**src/rtl/arb_perfis_pkg.sv**
```systemverilog
// Shared types and defaults for the two-profile access arbiter.
package arb_perfis_pkg;

    localparam int FUNC_W_DEF   = 3;
    localparam int MAX_HOLD_DEF = 16;

    typedef enum logic [1:0] {
        IDLE  = 2'd0,
        G0    = 2'd1,
        G1    = 2'd2,
        GBOTH = 2'd3
    } estado_t;

    function automatic logic tem_gnt0(input estado_t s);
        return (s == G0) || (s == GBOTH);
    endfunction

    function automatic logic tem_gnt1(input estado_t s);
        return (s == G1) || (s == GBOTH);
    endfunction

endpackage

```
**src/rtl/contador_posse.sv**
```systemverilog
// Grant hold counter: counts granted cycles and flags the last allowed one.
// Only present when ARB_TIMEOUT_EN is defined.
`ifdef ARB_TIMEOUT_EN
module contador_posse #(
    parameter int MAX_HOLD = 16
) (
    input  logic clk,
    input  logic rst_n,
    input  logic enable,
    input  logic clear,
    output logic terminal
);

    localparam int CW = $clog2(MAX_HOLD + 1);
    localparam logic [CW-1:0] LAST = CW'(MAX_HOLD - 1);

    logic [CW-1:0] count;

    // Count granted cycles, restart on every release, saturate at the limit
    always_ff @(posedge clk or negedge rst_n) begin
        if (!rst_n) begin
            count <= '0;
        end else if (clear) begin
            count <= '0;
        end else if (enable && (count != LAST)) begin
            count <= count + 1'b1;
        end
    end

    assign terminal = enable && (count == LAST);

endmodule
`endif

```
**src/rtl/arbitro_acesso_perfis.sv**
```systemverilog
// Two-profile access arbiter with function-code conflict detection.
// Optional grant timeout enabled with macro ARB_TIMEOUT_EN.
module arbitro_acesso_perfis
    import arb_perfis_pkg::*;
#(
    parameter int FUNC_W   = FUNC_W_DEF,
    parameter int MAX_HOLD = MAX_HOLD_DEF
) (
    input  logic              clk,
    input  logic              rst_n,
    input  logic              req0,
    input  logic              req1,
    input  logic [FUNC_W-1:0] func0,
    input  logic [FUNC_W-1:0] func1,
    input  logic              done0,
    input  logic              done1,
    input  logic              prio,
    output logic              gnt0,
    output logic              gnt1,
    output logic              conflict,
    output logic              busy
);

    estado_t           state, nxt;
    logic [FUNC_W-1:0] lat0, lat1, lat0_n, lat1_n;
    logic              blk0, blk1, blk0_n, blk1_n;
    logic              set0, set1, conf_n;
    logic              hold0, hold1, rel0, rel1, to0, to1;

    assign hold0 = tem_gnt0(state);
    assign hold1 = tem_gnt1(state);

    // A holder releases on done, on dropping its request, or on timeout
    assign rel0 = hold0 && (done0 || !req0 || to0);
    assign rel1 = hold1 && (done1 || !req1 || to1);

`ifdef ARB_TIMEOUT_EN
    contador_posse #(.MAX_HOLD(MAX_HOLD)) u_cont0 (
        .clk      (clk),
        .rst_n    (rst_n),
        .enable   (hold0),
        .clear    (rel0 || !hold0),
        .terminal (to0)
    );

    contador_posse #(.MAX_HOLD(MAX_HOLD)) u_cont1 (
        .clk      (clk),
        .rst_n    (rst_n),
        .enable   (hold1),
        .clear    (rel1 || !hold1),
        .terminal (to1)
    );
`else
    logic [31:0] unused_max_hold;
    assign unused_max_hold = 32'(MAX_HOLD);
    assign to0 = 1'b0;
    assign to1 = 1'b0;
`endif

    // Next-state, function latching and conflict/blocked-flag decisions
    always_comb begin
        nxt    = state;
        lat0_n = lat0;
        lat1_n = lat1;
        conf_n = 1'b0;
        set0   = 1'b0;
        set1   = 1'b0;
        blk0_n = blk0 && req0;
        blk1_n = blk1 && req1;
        case (state)
            IDLE: begin
                if (req0 && req1) begin
                    if (func0 != func1) begin
                        nxt    = GBOTH;
                        lat0_n = func0;
                        lat1_n = func1;
                    end else begin
                        conf_n = 1'b1;
                        if (prio) begin
                            nxt    = G1;
                            lat1_n = func1;
                            set0   = 1'b1;
                        end else begin
                            nxt    = G0;
                            lat0_n = func0;
                            set1   = 1'b1;
                        end
                    end
                end else if (req0) begin
                    nxt    = G0;
                    lat0_n = func0;
                end else if (req1) begin
                    nxt    = G1;
                    lat1_n = func1;
                end
            end
            G0: begin
                if (rel0) begin
                    conf_n = to0;
                    if (req1) begin
                        nxt    = G1;
                        lat1_n = func1;
                    end else begin
                        nxt = IDLE;
                    end
                end else if (req1) begin
                    if (func1 != lat0) begin
                        nxt    = GBOTH;
                        lat1_n = func1;
                    end else begin
                        conf_n = !blk1;
                        set1   = 1'b1;
                    end
                end
            end
            G1: begin
                if (rel1) begin
                    conf_n = to1;
                    if (req0) begin
                        nxt    = G0;
                        lat0_n = func0;
                    end else begin
                        nxt = IDLE;
                    end
                end else if (req0) begin
                    if (func0 != lat1) begin
                        nxt    = GBOTH;
                        lat0_n = func0;
                    end else begin
                        conf_n = !blk0;
                        set0   = 1'b1;
                    end
                end
            end
            GBOTH: begin
                conf_n = to0 || to1;
                if (rel0 && rel1) begin
                    nxt = IDLE;
                end else if (rel0) begin
                    nxt = G1;
                end else if (rel1) begin
                    nxt = G0;
                end
            end
            default: nxt = IDLE;
        endcase
        if (nxt != state) begin
            blk0_n = 1'b0;
            blk1_n = 1'b0;
        end
        blk0_n = blk0_n || set0;
        blk1_n = blk1_n || set1;
    end

    // State, latched functions and registered outputs
    always_ff @(posedge clk or negedge rst_n) begin
        if (!rst_n) begin
            state    <= IDLE;
            lat0     <= '0;
            lat1     <= '0;
            blk0     <= 1'b0;
            blk1     <= 1'b0;
            gnt0     <= 1'b0;
            gnt1     <= 1'b0;
            conflict <= 1'b0;
            busy     <= 1'b0;
        end else begin
            state    <= nxt;
            lat0     <= lat0_n;
            lat1     <= lat1_n;
            blk0     <= blk0_n;
            blk1     <= blk1_n;
            gnt0     <= tem_gnt0(nxt);
            gnt1     <= tem_gnt1(nxt);
            conflict <= conf_n;
            busy     <= (nxt != IDLE);
        end
    end

endmodule
```
**config.mk**
```make
export PLATFORM = sky130hd
export DESIGN_NAME = arbitro_acesso_perfis
export DESIGN_NICKNAME = d
export VERILOG_FILES = /design/src/rtl/arb_perfis_pkg.sv /design/src/rtl/contador_posse.sv /design/src/rtl/arbitro_acesso_perfis.sv
export SDC_FILE = /design/constraint.sdc
export NUM_CORES = 1
export LEC_CHECK = 0
export CELL_PAD_IN_SITES_DETAIL_PLACEMENT = 1
export CELL_PAD_IN_SITES_GLOBAL_PLACEMENT = 1
export CORE_MARGIN = 2
export CORE_UTILIZATION = 39
export DETAILED_ROUTE_END_ITERATION = 16
export HOLD_SLACK_MARGIN = 0.03
export PLACE_DENSITY = 0.8
export SLEW_MARGIN = 40
export SYNTH_ARGS = -nofsm -noshare
export SYNTH_HDL_FRONTEND = slang
export SYNTH_HIERARCHICAL = 1
export SYNTH_SLANG_ARGS = --single-unit
```
**constraint.sdc**
```tcl
create_clock -name clk -period 4.05 [get_ports clk]
set_clock_uncertainty 0.2 [all_clocks]
set_input_delay 0.81 -clock clk [delete_from_list [all_inputs] [get_ports clk]]
set_output_delay 0.81 -clock clk [all_outputs]
set_load 0.1 [all_outputs]
```
Word-level counts from Yosys, hierarchy flattened
Cells that the tools add are included.

Bits in registers: 14. Input port bits: 13. Output and inout port bits: 4. Word-level logic and storage cells: 109.

Equality and inequality tests: 17. Mux-type cells: 59. Reductions and logical operators: 24.

Operators with widths (number): 3-bit two-way mux (15); 2-bit two-way mux (15); 1-bit two-way mux (23); 3-bit case mux with 2 select lines (2); 3-bit inequality test (3); 3-bit inequality test, second input constant (3); 2-bit equality test, second input constant (4); 1-bit logical OR (8); 4-bit inequality test, second input constant (2); 2-bit case mux with 4 select lines (1); 1-bit logical AND (6); 3-bit by 2-bit inequality test with 1-bit output, second input constant (2); 2-bit nonzero test (3); 5-bit AND reduction (1); 2-bit by 1-bit equality test with 1-bit output, second input constant (2); 1-bit logical NOT (4); 1-bit case mux with 2 select lines (2); 1-bit case mux with 4 select lines (1); 4-bit AND reduction (1); 2-bit logical NOT (1); 2-bit inequality test (1).

Longest topological paths before layout
Word-level depth: 10. Gate-level depth with buffers: 5. Gate-level depth less buffers: 5.

Worst setup path after synthesis
No wires, ideal clock.

Path type: register to register. Start point: reg, netlist name gnt0. End point: reg lat1[0]. Library setup time: 125 ps. Arrival: 2082 ps. Required time: 3725 ps. Path slack: 1643 ps. Stages on the path, launching flop included: 6. Buffers on the path: 0. Clock period less this slack: 2407 ps. Cells stage by stage: dfrtp_1 nand3b_1 nor4_1 a31oi_1 nand2_1 mux2_2.

RTL lines: to (signal assigned) (RTL line arbitro_acesso_perfis.sv:170) `lat1 <= lat1_n;`; to (decl) (RTL line arbitro_acesso_perfis.sv:25) `logic [FUNC_W-1:0] lat0, lat1, lat0_n, lat1_n;`.

Worst setup path after layout
Start point: in req0. End point: reg lat1[2].

Word-level cells in the longest chain between the ends: 5. Elaborated cells between the ends (all ways): 12. Those cells by class: 4 x eq/ne; 3 x mux; 5 x reduce/logical.

RTL lines: from (decl) (RTL line arbitro_acesso_perfis.sv:11) `input logic req0,`; 1-bit logical NOT (RTL line arbitro_acesso_perfis.sv:34) `assign rel0 = hold0 && (done0 || !req0 || to0);`; 1-bit logical OR (RTL line arbitro_acesso_perfis.sv:34); 1-bit logical AND (RTL line arbitro_acesso_perfis.sv:34); 3-bit by 2-bit inequality test with 1-bit output (no source line) (tied with other cells); 5-bit AND reduction (no source line) or 3-bit case mux with 2 select lines (tied branches).

Several ways; a longest one is shown, not always the timed one. A chain may end at the register's enable or synchronous reset.

==> metrics <==
outcome completed; worst hold path class reg2reg; Max IR drop VDD roughly 0.00021 V; WP data required between 4000 and 5000 ps; final instance area about 900 um^2; Max-Cap Viols 0; P_int 0.2401 mW; FF+latch count, synth 13; yosys warns 6; DRT Pass-1 Iters 4; commonest cells after routing, fill and taps aside dfrtp_1 (13), clkdlybuf4s50_1 (12), xor2_1 (9), nand2_1 (8), buf_2 (4); Syn-to-layout area delta 28.42%; DIE AREA approximately 2100 um^2; Crit-path slowest cell clkdlybuf4s50_1; I/O pin count 17; NetSw around 0.16 mW; Placement Rows 15; Max FO, Critical Path 7; leading cell type in the layout, fill and taps excluded dfrtp_1; Die W ~46 um; routed vias between 500 and 600; max-slew violation count 0; Root Buffer clkbuf_4; Final Routed Wirelength approximately 1.6 mm; Sequential Power Share a little over two fifths; Fin Setup TNS 0 ps; Post-layout nets 96; CTS tree done; CTS max path bufs 2; vias in the first global route ~580; fin crit period between 2000 and 3000 ps; GR Util All Layers between 10% and 20%; Post-DP HPWL approximately 1.3 mm; # fillers about 190; worst setup margin about 1400 ps; layout cells sized above 1 roughly 18%; unrepaired setup endpoints after global routing false; largest net degree at the start of global routing 14; post-CTS setup buffers 0; first-pass GRT wire length about 2.6 mm; P per Cell Area ~440 nW/um^2; number of vias per cell around 5.2; number of buffers created by CTS 3; final core occ a little over half; Setup CP Type in2reg; CTS sink cnt 13; Overflow after GRT 0; share of total power in combinational logic 35.5%; Syn Nets 75; core area between 1500 and 2000 um^2; CTS H-tree lvls 1; Sw Ratio approximately two fifths; CP Launch Type input pin; synth unique cells 25; Worst path max stage delay approximately 500 ps; RD Place Congestion approximately 0.82; DIE HEIGHT 46.24 um; period utilization between 60% and 70%; worst slew pin tran between 500 and 600 ps; Synth Instances between 60 and 70; Inst Count DP 103; Clock power frac 21.0%; DP Area slightly below 900 um^2; Mapped Area 695.7 um^2; wire length per cell 14.79 um; fmax 380.3 MHz; syn avg cell area between 10 and 15 um^2; DRT iter0 DRCs 6; PortBufs 16; pre-CTS WS 1133 ps; Seq/Total Area, Yosys around 47%; Hold Vio Cnt, Final 0; Clock transition at path regs 80 ps; Clock Latency Late Sink ~280 ps; CP arrival around 2600 ps; Critical Path End Type register; Final setup viols 0; DRC Markers 0; CTS resizes 0; CP Cell Sequence clkdlybuf4s50_1, nand3b_1, nor4_1, a31oi_1, nand2_1, mux2_2; Rel. slew slack 60.42%; initial antenna violation count 0; Initial Util between 40 and 50%; Leak approximately 0.39 nW; Ant. Diodes 0; non-filler cells, final approximately 110; DRT antenna net count 0; CTS Hold Bufs 0
worst max-delay path, delay by kind of cell:
kind,cells,cell delay [ps]
AOI/OAI and AO/OA,1,80
buffers and inverters,1,510
muxes,1,380
and+or+nand+nor,3,820
worst paths after layout:
check                           slack, ps  cells after the start        to  start
worst max-delay path                 1420                      6   lat1[2]   req0
worst min-delay path                  320                      1  conflict   blk0
worst max register to register       2050                      5   lat1[2]   gnt0
worst min register to register        320                      1  conflict   blk0
max in group asynchronous            2570                      1  conflict  rst_n
min in group asynchronous             700                      1   lat0[2]  rst_n
sequential cells by signal, summed over array words and instances, names as in the netlist:
signal / flops
conflict: 1
lat1: 3
lat0: 3
blk0: 1
busy: 1
state: 1
gnt0: 1
blk1: 1
gnt1: 1
cells by family (layout without fill, tap and decap cells):
logic type / after synthesis / in the layout / synth area share (%)
flip-flops: 13 / 13 / 46.76
XOR/XNOR: 9 / 9 / 11.33
buffers and inverters: 2 / 22 / 1.080
AND/OR/NAND/NOR: 23 / 23 / 18.52
AO/OA/AOI/OAI: 9 / 9 / 12.59
multiplexers: 6 / 6 / 9.712
routing by layer:
layer | vias up | share of wire [%] | track usage, %
met1 | 281 | 43 | 20.92
met2 | 9 | 52 | 29.72
met3 | 5 | 3.4 | 3.922
met5 | - | 0 | 0
met4 | 0 | 1.6 | 10.29
li1 | 266 | - | -
cell usage after synthesis:
cell type  count  share of area (%)
dfrtp_1       13                 47
xor2_1         9                 11
nand2_1        8                4.3
mux2_1         3                4.9
mux2_2         3                4.9
nand2b_1       3                2.7
inv_1          2                1.1
nand3b_1       2                2.2
nand4_1        2                1.8
o221ai_1       2                2.5
a21oi_1        1               0.72
a21oi_2        1                1.3
a21oi_4        1                2.3
a221oi_1       1                1.3
a31o_2         1                1.3
a31oi_1        1               0.90
and2b_1        1                1.1
and3_1         1               0.90
nand3_1        1               0.72
nor2_1         1               0.54
nor2b_1        1               0.90
nor3_1         1               0.72
nor4_1         1               0.90
nor4_2         1                1.8
o41ai_2        1                2.3
power by group through the flow:
| stage | Combinational (mW) | Sequential, mW | Clock [mW] |
|---|---|---|---|
| finish | 0.141 | 0.173 | 0.0835 |
| global placement | 0.147 | 0.175 | 0 |
| global route | 0.150 | 0.176 | 0.0920 |
| detailed placement | 0.143 | 0.175 | 0 |
| CTS | 0.143 | 0.173 | 0.0852 |
| floorplan | 0.0575 | 0.217 | 0 |
metrics by stage:
| step | power (mW) | hold slack (ps) |
|---|---|---|
| floorplan | 0.2749 | 266.2 |
| CTS | 0.4013 | 318.3 |
| global route | 0.4181 | 337.2 |
| detailed placement | 0.3180 | 304.1 |
| global placement | 0.3222 | 297.9 |
| finish | 0.3971 | 323.1 |
cell type report:
type	instances	area (um^2)	area share (%)
clock buffers	4	26.28	2.941
inverters	2	7.507	0.8403
multi-input cells	47	362.8	40.62
flip-flops and latches	13	325.3	36.41
well taps	25	31.28	3.501
repair buffers	16	140.1	15.69
No activity file was read; power rests on OpenSTA's default activity.
